$ cat config.mk
export PLATFORM = sky130hd
export DESIGN_NAME = y_to_strip_id_flat
export DESIGN_NICKNAME = d
export VERILOG_FILES = /design/src/rtl/strip_geom_pkg.sv /design/src/rtl/y_to_strip_id_if.sv /design/src/rtl/strip_start_y.sv /design/src/rtl/y_to_strip_id.sv /design/src/flat_wrapper.sv
export SDC_FILE = /design/constraint.sdc
export NUM_CORES = 1
export LEC_CHECK = 0
export BUFFER_PORTS_ARGS = -buffer_cell sky130_fd_sc_hd__buf_4
export CAP_MARGIN = 10
export CORE_ASPECT_RATIO = 0.9
export CORE_UTILIZATION = 60
export DETAILED_ROUTE_END_ITERATION = 6
export PLACE_DENSITY = 0.84
export SKIP_LAST_GASP = 1
export SLEW_MARGIN = 20
export SYNTH_ARGS = -nofsm -noshare
export SYNTH_HDL_FRONTEND = slang
export SYNTH_SLANG_ARGS = --single-unit
$ cat constraint.sdc
create_clock -name clk_i -period 4.9 [get_ports clk_i]
set_input_delay 0 -clock clk_i [delete_from_list [all_inputs] [get_ports clk_i]]
set_output_delay 0 -clock clk_i [all_outputs]
set_load 0.05 [all_outputs]
$ cat src/rtl/strip_geom_pkg.sv
// Shared strip geometry for the compute array: limits, FSM state type and
// the strip start-row function used by both placement and readback paths.
package strip_geom_pkg;

  localparam int STRIP_ID_MIN     = 1;
  localparam int STRIP_ID_MAX     = 13;
  localparam int Y_LIMIT          = 128;
  localparam int STRIP_MAX_OFFSET = 15;

  typedef enum logic [1:0] {
    IDLE,
    SCAN,
    DONE
  } state_t;

  // First array row of strip k (valid for k = 1..13). Odd strips sit on an
  // 8-row grid, even strips are pulled down by (9 - k/2) rows, and the two
  // last strips are 16 rows tall.
  function automatic logic [7:0] strip_start(input logic [3:0] k);
    logic [7:0] k8;
    logic [7:0] res;
    k8 = {4'b0000, k};
    if (k >= 4'd12) begin
      res = {k, 4'b0000} - 8'd96;
    end else if (k[0]) begin
      res = {k8[4:0] - 5'd1, 3'b000};
    end else begin
      res = {k8[4:0], 3'b000} - (8'd9 - {5'b00000, k[3:1]});
    end
    return res;
  endfunction

endpackage

$ cat src/rtl/y_to_strip_id_if.sv
// Query and result handshake channels of the y-to-strip locator.
interface y_to_strip_id_if;

  logic       y_valid_i;
  logic       y_ready_o;
  logic [7:0] y_i;
  logic       res_valid_o;
  logic       res_ready_i;
  logic [3:0] strip_id_o;
  logic [3:0] offset_o;
  logic       error_o;

  // Requester side: issues y queries and consumes results.
  modport master (
    output y_valid_i, y_i, res_ready_i,
    input  y_ready_o, res_valid_o, strip_id_o, offset_o, error_o
  );

  // Locator side: accepts queries and produces results.
  modport slave (
    input  y_valid_i, y_i, res_ready_i,
    output y_ready_o, res_valid_o, strip_id_o, offset_o, error_o
  );

endinterface

$ cat src/rtl/strip_start_y.sv
// Combinational strip id to start-row lookup.
module strip_start_y
  import strip_geom_pkg::*;
(
  input  logic [3:0] id,
  output logic [7:0] start_y
);

  assign start_y = strip_start(id);

endmodule

$ cat src/rtl/y_to_strip_id.sv
// Inverse strip locator: scans strip start rows one candidate per cycle and
// reports the strip containing a y position plus the row offset inside it.
module y_to_strip_id
  import strip_geom_pkg::*;
(
  input logic              clk_i,
  input logic              rst_i,
  y_to_strip_id_if.slave   bus
);

  localparam logic [3:0] LAST_ID    = 4'(STRIP_ID_MAX);
  localparam logic [7:0] LAST_START = strip_start(4'(STRIP_ID_MAX));
  localparam logic [7:0] Y_LIM8     = 8'(Y_LIMIT);

  state_t     state;
  logic [3:0] cnt;
  logic [7:0] y_q;
  logic       res_valid;
  logic [3:0] strip_id;
  logic [3:0] offset;
  logic       error;

  logic [3:0] cnt_prev;
  logic [7:0] start_cnt;
  logic [7:0] start_prev;
  logic [3:0] offset_prev;
  logic [3:0] offset_last;
  logic       unused_start_bits;

  assign cnt_prev = cnt - 4'd1;

  strip_start_y u_start_cnt (
    .id      (cnt),
    .start_y (start_cnt)
  );

  strip_start_y u_start_prev (
    .id      (cnt_prev),
    .start_y (start_prev)
  );

  // Gaps between starts never exceed 16 rows, so only the low nibble of the
  // difference matters and it can be taken from the low nibbles alone.
  assign offset_prev       = y_q[3:0] - start_prev[3:0];
  assign offset_last       = y_q[3:0] - LAST_START[3:0];
  assign unused_start_bits = ^start_prev[7:4];

  // Query/result FSM with counter, latched y and registered result.
  always_ff @(posedge clk_i) begin
    if (rst_i) begin
      state     <= IDLE;
      cnt       <= 4'd2;
      y_q       <= 8'd0;
      res_valid <= 1'b0;
      strip_id  <= 4'd0;
      offset    <= 4'd0;
      error     <= 1'b0;
    end else begin
      case (state)
        IDLE: begin
          if (bus.y_valid_i) begin
            y_q   <= bus.y_i;
            cnt   <= 4'd2;
            state <= SCAN;
          end
        end
        SCAN: begin
          if (y_q >= Y_LIM8) begin
            strip_id  <= 4'd0;
            offset    <= 4'd0;
            error     <= 1'b1;
            res_valid <= 1'b1;
            state     <= DONE;
          end else if (start_cnt > y_q) begin
            strip_id  <= cnt_prev;
            offset    <= offset_prev;
            error     <= 1'b0;
            res_valid <= 1'b1;
            state     <= DONE;
          end else if (cnt == LAST_ID) begin
            strip_id  <= LAST_ID;
            offset    <= offset_last;
            error     <= 1'b0;
            res_valid <= 1'b1;
            state     <= DONE;
          end else begin
            cnt <= cnt + 4'd1;
          end
        end
        DONE: begin
          if (bus.res_ready_i) begin
            res_valid <= 1'b0;
            state     <= IDLE;
          end
        end
        default: begin
          res_valid <= 1'b0;
          state     <= IDLE;
        end
      endcase
    end
  end

  assign bus.y_ready_o   = (state == IDLE);
  assign bus.res_valid_o = res_valid;
  assign bus.strip_id_o  = strip_id;
  assign bus.offset_o    = offset;
  assign bus.error_o     = error;

endmodule

$ cat src/flat_wrapper.sv
// flat-port wrapper written by rule: the top's interface ports become plain ports
module y_to_strip_id_flat import strip_geom_pkg::*;
  (clk_i, rst_i, bus_y_valid_i, bus_y_i, bus_res_ready_i, bus_y_ready_o, bus_res_valid_o, bus_strip_id_o, bus_offset_o, bus_error_o);
  y_to_strip_id_if bus_i ();
  input logic clk_i;
  input logic rst_i;
  input wire logic [$bits(bus_i.y_valid_i)-1:0] bus_y_valid_i;
  input wire logic [$bits(bus_i.y_i)-1:0] bus_y_i;
  input wire logic [$bits(bus_i.res_ready_i)-1:0] bus_res_ready_i;
  output wire logic [$bits(bus_i.y_ready_o)-1:0] bus_y_ready_o;
  output wire logic [$bits(bus_i.res_valid_o)-1:0] bus_res_valid_o;
  output wire logic [$bits(bus_i.strip_id_o)-1:0] bus_strip_id_o;
  output wire logic [$bits(bus_i.offset_o)-1:0] bus_offset_o;
  output wire logic [$bits(bus_i.error_o)-1:0] bus_error_o;
  assign bus_i.y_valid_i = bus_y_valid_i;
  assign bus_i.y_i = bus_y_i;
  assign bus_i.res_ready_i = bus_res_ready_i;
  assign bus_y_ready_o = bus_i.y_ready_o;
  assign bus_res_valid_o = bus_i.res_valid_o;
  assign bus_strip_id_o = bus_i.strip_id_o;
  assign bus_offset_o = bus_i.offset_o;
  assign bus_error_o = bus_i.error_o;
  y_to_strip_id u_core (.clk_i(clk_i), .rst_i(rst_i), .bus(bus_i));
endmodule
# After elaboration in Yosys (flattened, before gate mapping)

Index checks and enable logic that the tools add are counted.

Word-level logic and storage cells: 69
Flip-flop bits (word level): 24
Output and inout port bits: 11

Order comparisons: 4
Reduce and logical (&&, ||, !) cells: 8
Bitwise logic cells: 1
Equality and inequality tests: 9
Add/sub/neg operators: 11
Multiplexer cells: 29

Operators by type and width:

| cell                                                   | number |
|---|---|
| 2-to-1 mux 4 bit                                       | 12 |
| 2-to-1 mux 8 bit                                       | 2 |
| 2-to-1 mux 2 bit                                       | 5 |
| inequality test 2 bit (second input constant)          | 5 |
| >= comparator 4 bit (second input constant)            | 2 |
| >= comparator 8 bit (second input constant)            | 1 |
| greater-than comparator 8 bit                          | 1 |
| case mux 4 bit (2 select lines)                        | 1 |
| subtractor 4 bit                                       | 2 |
| subtractor 7 x 8 -> 8 bit                              | 1 |
| subtractor 8 x 7 -> 8 bit (second input constant)      | 1 |
| 2-to-1 mux 1 bit                                       | 7 |
| case mux 2 bit (3 select lines)                        | 1 |
| AND reduction 3 bit                                    | 2 |
| AND reduction 5 bit                                    | 1 |
| subtractor 4 x 1 -> 5 bit (second input constant)      | 1 |
| subtractor 4 x 3 -> 5 bit (first input constant)       | 1 |
| adder 4 x 1 -> 4 bit (second input constant)           | 1 |
| == test 4 bit (second input constant)                  | 1 |
| inequality test 4 x 1 -> 1 bit (second input constant) | 1 |
| AND reduction 2 bit                                    | 2 |
| subtractor 4 x 1 -> 4 bit (second input constant)      | 1 |
| subtractor 4 x 3 -> 4 bit (first input constant)       | 1 |
| case mux 1 bit (3 select lines)                        | 1 |
| 8 further kinds                                        | 8 |

# Logic depth before layout (Yosys ltp)

Gate-level depths: netlist of the first run.

Depth after elaboration: 8
Mapped depth: 18
Depth with buffers taken out: 17

# Hierarchy

A second synthesis of the first run with hierarchy kept.

Cell total of the unflattened synthesis: 256
Area total of the unflattened synthesis: 2060.7 um^2

Modules (own cells, without submodules):

| module        | cells an instance | area an instance (um^2) | times used |
|---|---|---|---|
| y_to_strip_id | 168               | 1400.1                  | 1 |
| strip_start_y | 44                | 330.3                   | 2 |

# Least setup slack after synthesis of the first run

Ideal clock, no wire load.

Path kind: reg-to-reg
From: register u_core.cnt[3]
To: register u_core.cnt[2]
Stages on the path, launching flop included: 19
Data required time: 4814 ps
Library setup time: 86 ps
Setup slack: 1600 ps
Arrival: 3214 ps
Path through: dfxtp_1 > clkbuf_1 > inv_1 > ha_1 > inv_1 > ha_1 > nand2_1 > o21ai_0 > nand2_1 > nand2_1 > xnor2_1 > o21ai_0 > ha_1 > nand4_1 > or2_1 > a21oi_4 > a21oi_2 > or3_1 > a211oi_1

Cells in the longest elaborated chain, start to end: 7

RTL lines:

| item                                   | RTL line             | text |
|---|---|---|
| from (decl)                            | y_to_strip_id.sv:16  | `logic [3:0] cnt;` |
| from (signal assigned)                 | y_to_strip_id.sv:87  | `cnt <= cnt + 4'd1;` |
| subtractor 4 x 3 -> 5 bit              | strip_geom_pkg.sv:28 | `res = {k8[4:0], 3'b000} - (8'd9 - {5'b00000, k[3:1]});` |
| subtractor 7 x 8 -> 8 bit              | strip_geom_pkg.sv:28 |  |
| 2-to-1 mux 8 bit                       | strip_geom_pkg.sv:25 | `end else if (k[0]) begin` |
| 2-to-1 mux 8 bit                       | strip_geom_pkg.sv:23 | `if (k >= 4'd12) begin` |
| greater-than comparator 8 bit          | y_to_strip_id.sv:74  | `end else if (start_cnt > y_q) begin` |
| inequality test 2 bit (no source line) | --                   |  |
| AND reduction 5 bit (no source line) * | --                   |  |

Every way passes the cells marked *; elsewhere a longest branch is shown, timed or not.
A chain may end at the register's enable or synchronous reset.

# Worst setup path in the final report of the first run

From: register u_core.cnt[2]
To: register u_core.offset[2] (netlist: u_core.bus.offset_o[2])

Cells in the longest elaborated chain, start to end: 8

RTL lines:

| item                      | RTL line             | text |
|---|---|---|
| subtractor 4 x 1 -> 4 bit | y_to_strip_id.sv:30  | `assign cnt_prev = cnt - 4'd1;` |
| subtractor 4 x 3 -> 4 bit | strip_geom_pkg.sv:28 |  |
| subtractor 4 bit          | strip_geom_pkg.sv:28 |  |
| 2-to-1 mux 4 bit          | strip_geom_pkg.sv:25 |  |
| 2-to-1 mux 4 bit          | strip_geom_pkg.sv:23 |  |
| subtractor 4 bit          | y_to_strip_id.sv:44  | `assign offset_prev = y_q[3:0] - start_prev[3:0];` |
| 2-to-1 mux 4 bit          | y_to_strip_id.sv:74  |  |
| 2-to-1 mux 4 bit          | y_to_strip_id.sv:68  | `if (y_q >= Y_LIM8) begin` |
| to (signal assigned)      | y_to_strip_id.sv:76  | `offset <= offset_prev;` |
| to (signal assigned)      | y_to_strip_id.sv:82  | `offset <= offset_last;` |
| to (decl)                 | y_to_strip_id.sv:20  | `logic [3:0] offset;` |

Several ways; a longest one is shown, not always the timed one.

==> qor.yml, run 1 <==
synth:
  synth_cells: 221
  yosysTopAreaCell: "dfxtp_1"
  synth_ff_type: "dfxtp_1"
  synthesis.nets: 257
  synth_area_leaders: "dfxtp_1 (27%), ha_1 (16%), nand2_1 (8.1%)"
  async_flop_share_pct: 0
  post-synth-top-count-cell: "nand2_1"
  synth_warnings: 0
  synth_area_per_cell_um2: 8.005
  ys_types: 42
  syn-cell-area_um2: 1769
  seq_area_frac_synth_pct: 27.16
  synth_seq_cells: 24
  yosys.area.top_type_share_pct: 27.16
  synth-edff-count: 0
  synthTopCellsByCount: "nand2_1 (38), dfxtp_1 (24), ha_1 (23), a21oi_1 (21), inv_1 (16)"
pwr:
  peakVddDrop_mv: 0.2818
  power.density_nw_per_um2: 384.3
  power.leakage_nw: 0.8979
layout:
  antenna-diode-count: 0
  fin_cells: 290
  drive_above_1_share_pct: 14.00
  area_growth_syn_to_layout_pct: 17.75
  n_fill_cell: 222
  nets: 287
min_path:
  hp-start: "rst_i"
  holdPathEnd: "u_core.bus.strip_id_o[1]"
  holdPathStages: 2
  hold_path.class: "in -> reg"
die:
  die_x_um: 59.24
  std_cell_rows: 18
  die_area_um2: 3170
  core-area_um2: 2770
  pin_count: 23
  start_util_pct: 63.87
  fp.dieH_um: 53.52
setup_path:
  worstReg2RegStart: "u_core.cnt[2]"
  crit_type: "reg -> reg"
  cp.arrival_ns: 3.80
  r2r_slack_ns: 1.32
  reg2reg_depth: 16
  cp-end-kind: "flip-flop"
  crit_fanout: 9
  r2r_end: "u_core.bus.offset_o[2]"
  startpoint_type: "flip-flop"
  critPathRequiredTime_ns: 5.12
detailed_routing:
  via_per_inst: 5.569
  route.detailed.drc: 0
  wirelength_um: 3937
  first_pass_iters: 4
  drtIter0Drc: 40
  wl_per_cell_um: 13.58
  postRouteAntennaNets: 0
  num_vias: 1615
timing:
  fin_crit_sh_pct: 72.98
  fin_skew_ns: 0.004294
  worstMarginPinSlew_ns: 0.4950
  fin_crit_ns: 3.576
  setup_viol: 0
  finalMaxSlewViolations: 0
  rsz0062_at_grt: "no"
  timing.fmax_ghz: 0.2796
  slew_headroom_pct: 67.00
  hold_viol_final: 0
  tns_ns: 0
cts:
  clock_latency_ns: 0.31
  cts_buffer_depth: 2
  postCtsResizedCells: 0
  cts_max_level: 1
  cts.sinks: 24
  cts_buffers: 3
  ctsRootBufferMaster: "clkbuf_4"
  cts_tree: "built"
  clk_pin_slew_worst_paths_ns: 0.12
global_routing:
  grt_overflow: 0
  grt_pass1_wl_um: 6216
  grtUsageTotal_pct: 26.48
  antenna_found_initial: 0
  grt_pass1_vias: 1392
  grt_max_degree: 25
outcome:
  outcome: "finished clean"
run:
  drv_cap: 0
placed_design:
  gp_congestion: 0.8855
  io_buffers: 22
  dpl.cell_count: 277
  dpl.hpwl_um: 2993
==> cells in the final DEF (no fill, tap or decap), drive strengths merged, types with 3 or more instances in the layout <==
cell type,n
nand2,38
dfxtp,24
a21oi,24
ha,23
buf,23
inv,16
o21ai,13
nor2,12
dlygate4sd3,9
xnor2,7
nor3,7
nand2b,5
xor2,4
mux2i,4
a22o,4
clkbuf,4
nor2b,3
nand4,3
==> state kept, by name (all words and copies together), names as in the netlist <==
register	count
u_core.cnt	4
u_core.state	2
u_core.bus.error_o	1
u_core.bus.offset_o	4
u_core.bus.strip_id_o	4
u_core.bus.res_valid_o	1
u_core.y_q	8
==> final cells by class <==
class | instances | area [um2] | share of cell area [%]
repair buffers | 32 | 262.8 | 12.61
inverters | 16 | 60.06 | 2.883
multi-input cells | 174 | 1194 | 57.30
well taps | 40 | 50.05 | 2.402
flip-flops and latches | 24 | 480.5 | 23.06
clock buffers | 4 | 36.28 | 1.742
==> worst max-delay path, stage by stage, from the launching register on <==
cell and delay, ns:
dfxtp_1 0.41, inv_1 0.19, ha_1 0.20, inv_1 0.05, ha_1 0.30, nand2_1 0.05, o21ai_0 0.28, nand2_1 0.09
nand2_1 0.08, xnor2_1 0.11, o21ai_0 0.10, ha_1 0.31, nand4_1 0.16, or2_1 0.32, a21oi_2 0.45, mux2i_1 0.16
a22o_1 0.24
==> what timing repair did <==
item	CTS	global route
hold buffers	9	0
hold endpoints to repair	10	0
setup buffers	0	0
==> layer usage <==
| metal | global-route usage [%] | vias up | part of all wire (%) |
|---|---|---|---|
| met5 | 0 | - | 0 |
| met4 | 5.556 | 0 | 0.56 |
| met3 | 4.401 | 5 | 4.0 |
| met2 | 45.69 | 35 | 48 |
| met1 | 34.61 | 753 | 47 |
| li1 | - | 822 | - |
==> where the power goes <==
| part | leakage [nW] | total, W | switching [W] | internal, W |
|---|---|---|---|---|
| Clock | 0.0210 | 0.000101 | 0.0000560 | 0.0000454 |
| Sequential | 0.196 | 0.000241 | 0.0000203 | 0.000220 |
| Combinational | 0.681 | 0.000459 | 0.000286 | 0.000173 |
| Total | 0.898 | 0.000801 | 0.000362 | 0.000439 |
==> worst max-delay path by stage <==
stage                                   to           from  slack, ns
floorplan                    u_core.cnt[2]  u_core.cnt[3]       1.60
global placement             u_core.cnt[2]  u_core.cnt[3]       1.48
detailed placement  u_core.bus.offset_o[2]  u_core.cnt[2]       1.40
CTS                          u_core.cnt[2]  u_core.cnt[3]       1.36
global route                 u_core.cnt[2]  u_core.cnt[2]       1.01
finish              u_core.bus.offset_o[2]  u_core.cnt[2]       1.32
==> through the flow <==
stage | total power [W] | utilization, % | hold WS, ns | area (um2) | setup WS (ns)
2_1_floorplan | 0.0005906 | - | 0.1019 | 1769 | 1.600
3_3_place_gp | 0.0006778 | 70.64 | 0.2486 | 1957 | 1.480
3_5_place_dp | 0.0006918 | 70.64 | 0.2576 | 1957 | 1.403
4_1_cts | 0.0007995 | 75.20 | 0.008176 | 2083 | 1.361
5_1_grt | 0.0008614 | 75.20 | 0.01377 | 2083 | 1.009
6_report | 0.0008006 | 75.20 | 0.01113 | 2083 | 1.324
==> cell families (layout without fill, tap and decap cells) <==
kind of cell | Yosys count | count (layout) | synth area share, %
AND/OR/NAND/NOR | 79 | 79 | 20.65
adder cells (fa/ha/maj) | 24 | 24 | 17.40
multiplexers | 5 | 5 | 2.900
XOR/XNOR | 11 | 11 | 5.445
AO/OA/AOI/OAI | 55 | 55 | 21.08
buffers and inverters | 23 | 52 | 5.375
flip-flops | 24 | 24 | 27.16
No activity file was read; power rests on OpenSTA's default activity.
==> inputs of run 2 (changes only) <==
- CORE_UTILIZATION: 60 -> 57
- PLACE_DENSITY: 0.84 -> 0.81
- clock period: 4.9 -> 3.5 ns (I/O delays scaled with it)
==> run 2 against run 1 <==
  * Critical path depth is 1 higher
  * Sequential share of layout area is 2.0 points lower
  * Utilization is 5.3 points higher
  * Sequential cell count stayed put
  * Final cell count is 5.9% higher
  * Count of clock-buffer cells in the layout is 1 lower
  * Global-route usage is 1.3 points higher
  * Sequential power is 42% higher
  * Maximum frequency is 5.3% higher
  * Combinational power is 60% higher
  * Clock power is 100% higher
  * Critical endpoint is now u_core.cnt[2]
==> qor.yml, run 2 (synthesized netlist as in run 1, its figures left out) <==
outcome:
  outcome: "finished clean"
timing:
  holdWs_ns: 0.2389
  fin_crit_sh_pct: 97.03
  fin_crit_ns: 3.396
  hold_viol_final: 0
  fin_skew_ns: 0.01571
  setup_viol: 0
  worstMarginPinSlew_ns: 0.4785
  tns_ns: 0
  setup_slack_ns: 0.1040
  slew_headroom_pct: 68.10
  finalMaxSlewViolations: 0
  timing.fmax_ghz: 0.2945
layout:
  largest_reg_flops: 8
  drive_above_1_share_pct: 18.73
  mostFrequentLayoutCells: "nand2_1 (38), buf_4 (31), dfxtp_1 (23)"
  nets: 304
  area_growth_syn_to_layout_pct: 29.14
  finalInstanceArea_um2: 2285
  final_common_cell: "nand2_1"
  top_register: "u_core.y_q"
  antenna-diode-count: 0
run:
  drv_cap: 0
global_routing:
  antenna_found_initial: 0
  grtUsageTotal_pct: 27.74
  grt_use_met1_pct: 35.95
  grt_overflow: 0
  grtUsageMet3_pct: 4.728
  grt.busiest_layer: "met2"
  grt_pass1_vias: 1482
  grt_pass1_wl_um: 6693
  use_met2_pct: 47.07
  grt_max_degree: 25
placed_design:
  dpl.hpwl_um: 2933
  placed_area_um2: 1987
  gp_congestion: 0.8603
  io_buffers: 22
  dp_slack_ns: 0.1260
pwr:
  power.density_nw_per_um2: 561.1
  peakVddDrop_mv: 0.4943
  power.leakage_nw: 1.009
setup_path:
  worstReg2RegStart: "u_core.cnt[2]"
  crit_type: "reg -> reg"
  r2r_slack_ns: 0.10
  cp.arrival_ns: 3.66
  crit_fanout: 6
  r2r_end: "u_core.cnt[2]"
  startpoint_type: "flip-flop"
  reg2reg_depth: 17
  crit_top_cell: "nand2_1"
  cp-end-kind: "flip-flop"
  max_stage_delay_ns: 0.35
  critPathRequiredTime_ns: 3.77
  slowest_stage: "dfxtp_2"
  worstPathCellList: "inv_2 -> ha_2 -> inv_1 -> ha_1 -> nand2_1 -> o21ai_2 -> nand2_1 -> nand2_1 -> xnor2_1 -> o21ai_1 -> ha_1 -> nand4_1 -> or2_4 -> a21oi_4 -> a21oi_4 -> or3_1 -> a211oi_2"
min_path:
  holdPathEnd: "u_core.cnt[2]"
  hold_path.class: "in -> reg"
  hp-start: "bus_y_valid_i"
  holdPathStages: 3
detailed_routing:
  first_pass_iters: 4
  drtIter0Drc: 116
  via_per_inst: 5.743
  wirelength_um: 4589
  route.detailed.drc: 0
  num_vias: 1763
  postRouteAntennaNets: 0
  wl_per_cell_um: 14.95
cts:
  cts_buffers: 3
  cts_max_level: 1
  cts_tree: "built"
  clk_pin_slew_worst_paths_ns: 0.14
  clock_latency_ns: 0.34
  ctsRootBufferMaster: "clkbuf_4"
  cts_buffer_depth: 2
  cts.sinks: 24
die:
  die_area_um2: 3331
  fp.dieH_um: 54.86
  pin_count: 23
  core-area_um2: 2838
  start_util_pct: 62.35
  std_cell_rows: 18
  die_x_um: 60.73
==> run 2: cell types whose count changed in the layout (fill, tap and decap cells not counted), sizes merged <==
cell / change
clkbuf: -1
dlygate4sd3: +9
bufinv: +1
buf: +8
==> run 2: worst max-delay path by stage <==
| stage | start | to | slack [ns] | cells past startpoint |
|---|---|---|---|---|
| 5_1_grt | u_core.cnt[2] | u_core.cnt[2] | -0.06 | 17 |
| 2_1_floorplan | u_core.cnt[3] | u_core.cnt[2] | 0.20 | 18 |
| 3_5_place_dp | u_core.cnt[2] | u_core.cnt[2] | 0.13 | 17 |
| 6_report | u_core.cnt[2] | u_core.cnt[2] | 0.10 | 17 |
| 4_1_cts | u_core.cnt[2] | u_core.bus.strip_id_o[2] | 0.02 | 17 |
| 3_3_place_gp | u_core.cnt[2] | u_core.cnt[2] | 0.21 | 17 |
==> run 2: timing repair <==
item,CTS,global route
setup endpoints to repair,0,10
hold buffers,18,0
resized for setup,0,11
hold endpoints to repair,11,0
setup buffers,0,4
==> run 2: where the power goes <==
| group | switching, W | internal (W) |
|---|---|---|
| registers | 0.0000344 | 0.000309 |
| clock network | 0.0000893 | 0.000116 |
| logic | 0.000439 | 0.000295 |
| total | 0.000562 | 0.000720 |
==> run 2: per-layer routing <==
| layer | vias to the layer above | part of all wire [%] | wire length [um] |
|---|---|---|---|
| li1 | 862 | - | - |
| met5 | - | 0 | 0 |
| met3 | 14 | 5.6 | 258 |
| met4 | 0 | 1.5 | 67 |
| met1 | 811 | 46 | 2093 |
| met2 | 76 | 47 | 2169 |
==> run 2: cell type report <==
type,instances,area (um2)
Clock inverter,1,30.03
Tap cell,40,50.05
Multi-Input combinational cell,174,1227
Fill cell,185,553.0
Timing Repair Buffer,49,412.9
Sequential cell,24,481.7
Inverter,16,60.06
Clock buffer,3,22.52
==> run 2: worst max-delay path, delay by kind of cell, from the launching register on <==
family          cells  cell delay [ns]
compound gates      5             0.82
xor+xnor            1             0.11
fa+ha+maj           3             0.79
buf+inv             2             0.13
flops               1             0.35
simple gates        6             1.12
==> run 2: metrics by stage <==
stage	cells	utilization [%]	total power, W
final	307	80.51	0.001282
after global routing	307	80.51	0.001352
after CTS	303	78.22	0.001192
after detailed placement	281	70.02	0.0009621
after global placement	281	70.02	0.0009470
after floorplan	221	-	0.0008269
==> inputs of run 3 (changes only) <==
- ABC_AREA: unset -> 1
- CORE_UTILIZATION: 57 -> 58
- PLACE_DENSITY: 0.81 -> 0.82
==> run 3 against run 2 <==
  * Routed wire length shrank 14%
  * Maximum frequency grew 10%
  * Sequential share of layout area up 0.81 points
  * Final cell count grew 2.0%
  * Synthesized cell count rose by 6.8%
  * Count of clock-buffer cells in the layout increased by 1
  * First-iteration DRC count is 7.8% lower
  * Utilization shrank 8.4 points
==> qor.yml, run 3 <==
outcome:
  outcome: "finished clean"
detailed_routing:
  wl_per_cell_um: 12.56
  top_layer: "met4"
  wl_met1_um: 1797
  first_pass_iters: 5
  drtIter0Drc: 107
  wl_met2_um: 1844
  num_vias: 1687
  met3WireLength_um: 223
  postRouteAntennaNets: 0
  route.detailed.drc: 0
  wirelength_um: 3930
  via_per_inst: 5.390
timing:
  setup_viol: 0
  tns_ns: 0
  worstMarginPinSlew_ns: 0.5796
  fin_skew_ns: 0.009307
  finalMaxSlewViolations: 0
  fin_crit_sh_pct: 87.98
  hold_viol_final: 0
  fin_crit_ns: 3.079
  slew_headroom_pct: 61.27
  rsz0062_at_grt: "no"
  timing.fmax_ghz: 0.3247
synth:
  synth_top_family_by_area: "simple AND/OR/NAND/NOR gates"
  synthesis.nets: 272
  yosysTopAreaCell: "dfxtp_1"
  post-synth-top-count-cell: "nand2_1"
  synth-xor-area-share_pct: 2.379
  synth_ff_type: "dfxtp_1"
  synth_cells: 236
  async_flop_share_pct: 0
  synth.area.mux_share_pct: 0
  synthAdderAreaFrac_pct: 16.72
  syn-cell-area_um2: 1841
  synthTopCellsByCount: "nand2_1 (36), inv_1 (27), dfxtp_1 (24), a21oi_1 (23), ha_1 (23)"
  ys_types: 35
  synth_area_per_cell_um2: 7.799
  synth-edff-count: 0
  synth_area_leaders: "dfxtp_1 (26%), ha_1 (16%), nand2_1 (7.3%)"
  yosys.area.top_type_share_pct: 26.10
  synth_compound_area_share_pct: 19.78
  synth_warnings: 0
  synth_seq_cells: 24
  synth-simple-area-share_pct: 27.40
  seq_area_frac_synth_pct: 26.10
layout:
  n_fill_cell: 260
  nets: 308
  mostFrequentLayoutCells: "nand2_1 (36), inv_1 (27), dfxtp_1 (24)"
  final_common_cell: "nand2_1"
  largest_reg_flops: 8
  antenna-diode-count: 0
  top_register: "u_core.y_q"
  post-route-util_pct: 72.12
  finalInstanceArea_um2: 2195
  area_growth_syn_to_layout_pct: 19.24
  drive_above_1_share_pct: 26.57
setup_path:
  critPathRequiredTime_ns: 3.72
  r2r_slack_ns: 0.42
  worstPathCellList: "inv_1 -> ha_1 -> inv_1 -> o22ai_1 -> o21ai_0 -> a21oi_1 -> a21oi_1 -> ha_1 -> a21oi_1 -> nor2_2 -> nor2_4 -> nand2_4 -> nand2_4 -> nand3_4 -> nand2_4 -> inv_2 -> a21oi_1 -> nor2_1"
  cp.arrival_ns: 3.30
  max_stage_delay_ns: 0.39
  crit_fanout: 9
  crit_top_cell: "a21oi_1"
  slowest_stage: "dfxtp_1"
  crit_type: "reg -> reg"
  cp-end-kind: "flip-flop"
  critical_path_buf_inv_count: 3
  crit_family: "compound AO/OA/AOI/OAI gates"
  startpoint_type: "flip-flop"
die:
  std_cell_rows: 19
  fp.dieH_um: 55.44
  pin_count: 23
  die_area_um2: 3403
  start_util_pct: 60.49
  die_x_um: 61.38
  core-area_um2: 3043
cts:
  ctsRootBufferMaster: "clkbuf_4"
  cts_buffers: 3
  cts_buffer_depth: 2
  clock_latency_ns: 0.32
  postCtsSetupBuffers: 0
  clk_pin_slew_worst_paths_ns: 0.14
  cts.sinks: 24
  cts_tree: "built"
  cts_max_level: 1
placed_design:
  dpl.hpwl_um: 2896
  gp_congestion: 0.8755
  io_buffers: 22
  placed_area_um2: 2058
global_routing:
  grtUsageTotal_pct: 24.89
  grt_pass1_vias: 1469
  grt_pass1_wl_um: 6430
  grt_max_degree: 18
  antenna_found_initial: 0
  grt_overflow: 0
min_path:
  hold_path.class: "in -> reg"
run:
  drv_cap: 0
run 3: changes by cell type after synthesis, moves of 6 or more:
cell     delta
inv_1      +11
nand2_2     +9
nor3_1      -7
nand2_4     +6
xnor2_1     -6
run 3: per-layer routing:
| metal | global-route usage [%] | vias to the layer above |
|---|---|---|
| met4 | 6.984 | 0 |
| met2 | 39.29 | 53 |
| met5 | 0 | - |
| met3 | 4.918 | 8 |
| li1 | - | 849 |
| met1 | 34.06 | 777 |
run 3: area by class of cell:
| class | count | area [um2] | share of cell area [%] |
|---|---|---|---|
| clock buffers | 4 | 36.28 | 1.653 |
| flip-flops and latches | 24 | 480.5 | 21.89 |
| repair buffers | 33 | 272.8 | 12.43 |
| inverters | 34 | 132.6 | 6.043 |
| well taps | 42 | 52.55 | 2.395 |
| multi-input cells | 176 | 1220 | 55.59 |
run 3: worst paths after layout:
check,end,from,cells after the start
worst min register to register,u_core.bus.res_valid_o,u_core.bus.res_valid_o,2
worst max register to register,u_core.cnt[0],u_core.cnt[1],18
worst max-delay path,u_core.cnt[0],u_core.cnt[1],18
worst min-delay path,u_core.y_q[0],bus_y_valid_i,3
run 3: cell families (layout without fill, tap and decap cells):
family	after synthesis	count (layout)
xor gates and xnor gates	5	5
adders and majority gates	24	24
and+or+nand+nor	88	88
DFF	24	24
AOI/OAI and AO/OA	59	59
buffers and inverters	36	71
run 3: worst register-to-register path: stages (launching register included):
cell and delay, ns:
dfxtp_1 0.39, inv_1 0.25, ha_1 0.29, inv_1 0.08
o22ai_1 0.23, o21ai_0 0.13, a21oi_1 0.14, a21oi_1 0.08
ha_1 0.32, a21oi_1 0.21, nor2_2 0.07, nor2_4 0.14
nand2_4 0.07, nand2_4 0.14, nand3_4 0.10, nand2_4 0.12
inv_2 0.06, a21oi_1 0.13, nor2_1 0.05
run 3: repair_timing:
item	CTS	global route
hold buffers	10	0
endpoints found under the hold margin	22	0
resized for setup	0	0
run 3: per-stage QoR:
step	hold slack (ns)	std cells	setup WS (ns)
6_report	0.3654	313	0.4206
2_1_floorplan	0.06244	236	0.7179
3_5_place_dp	0.2885	299	0.4616
4_1_cts	0.3543	313	0.4399
3_3_place_gp	0.2757	299	0.5691
5_1_grt	0.3948	313	0.1365
Power of run 3 is left out: the tool's default activity adds up to more than one toggle a clock period on the data nets, which glitch-free logic cannot reach.
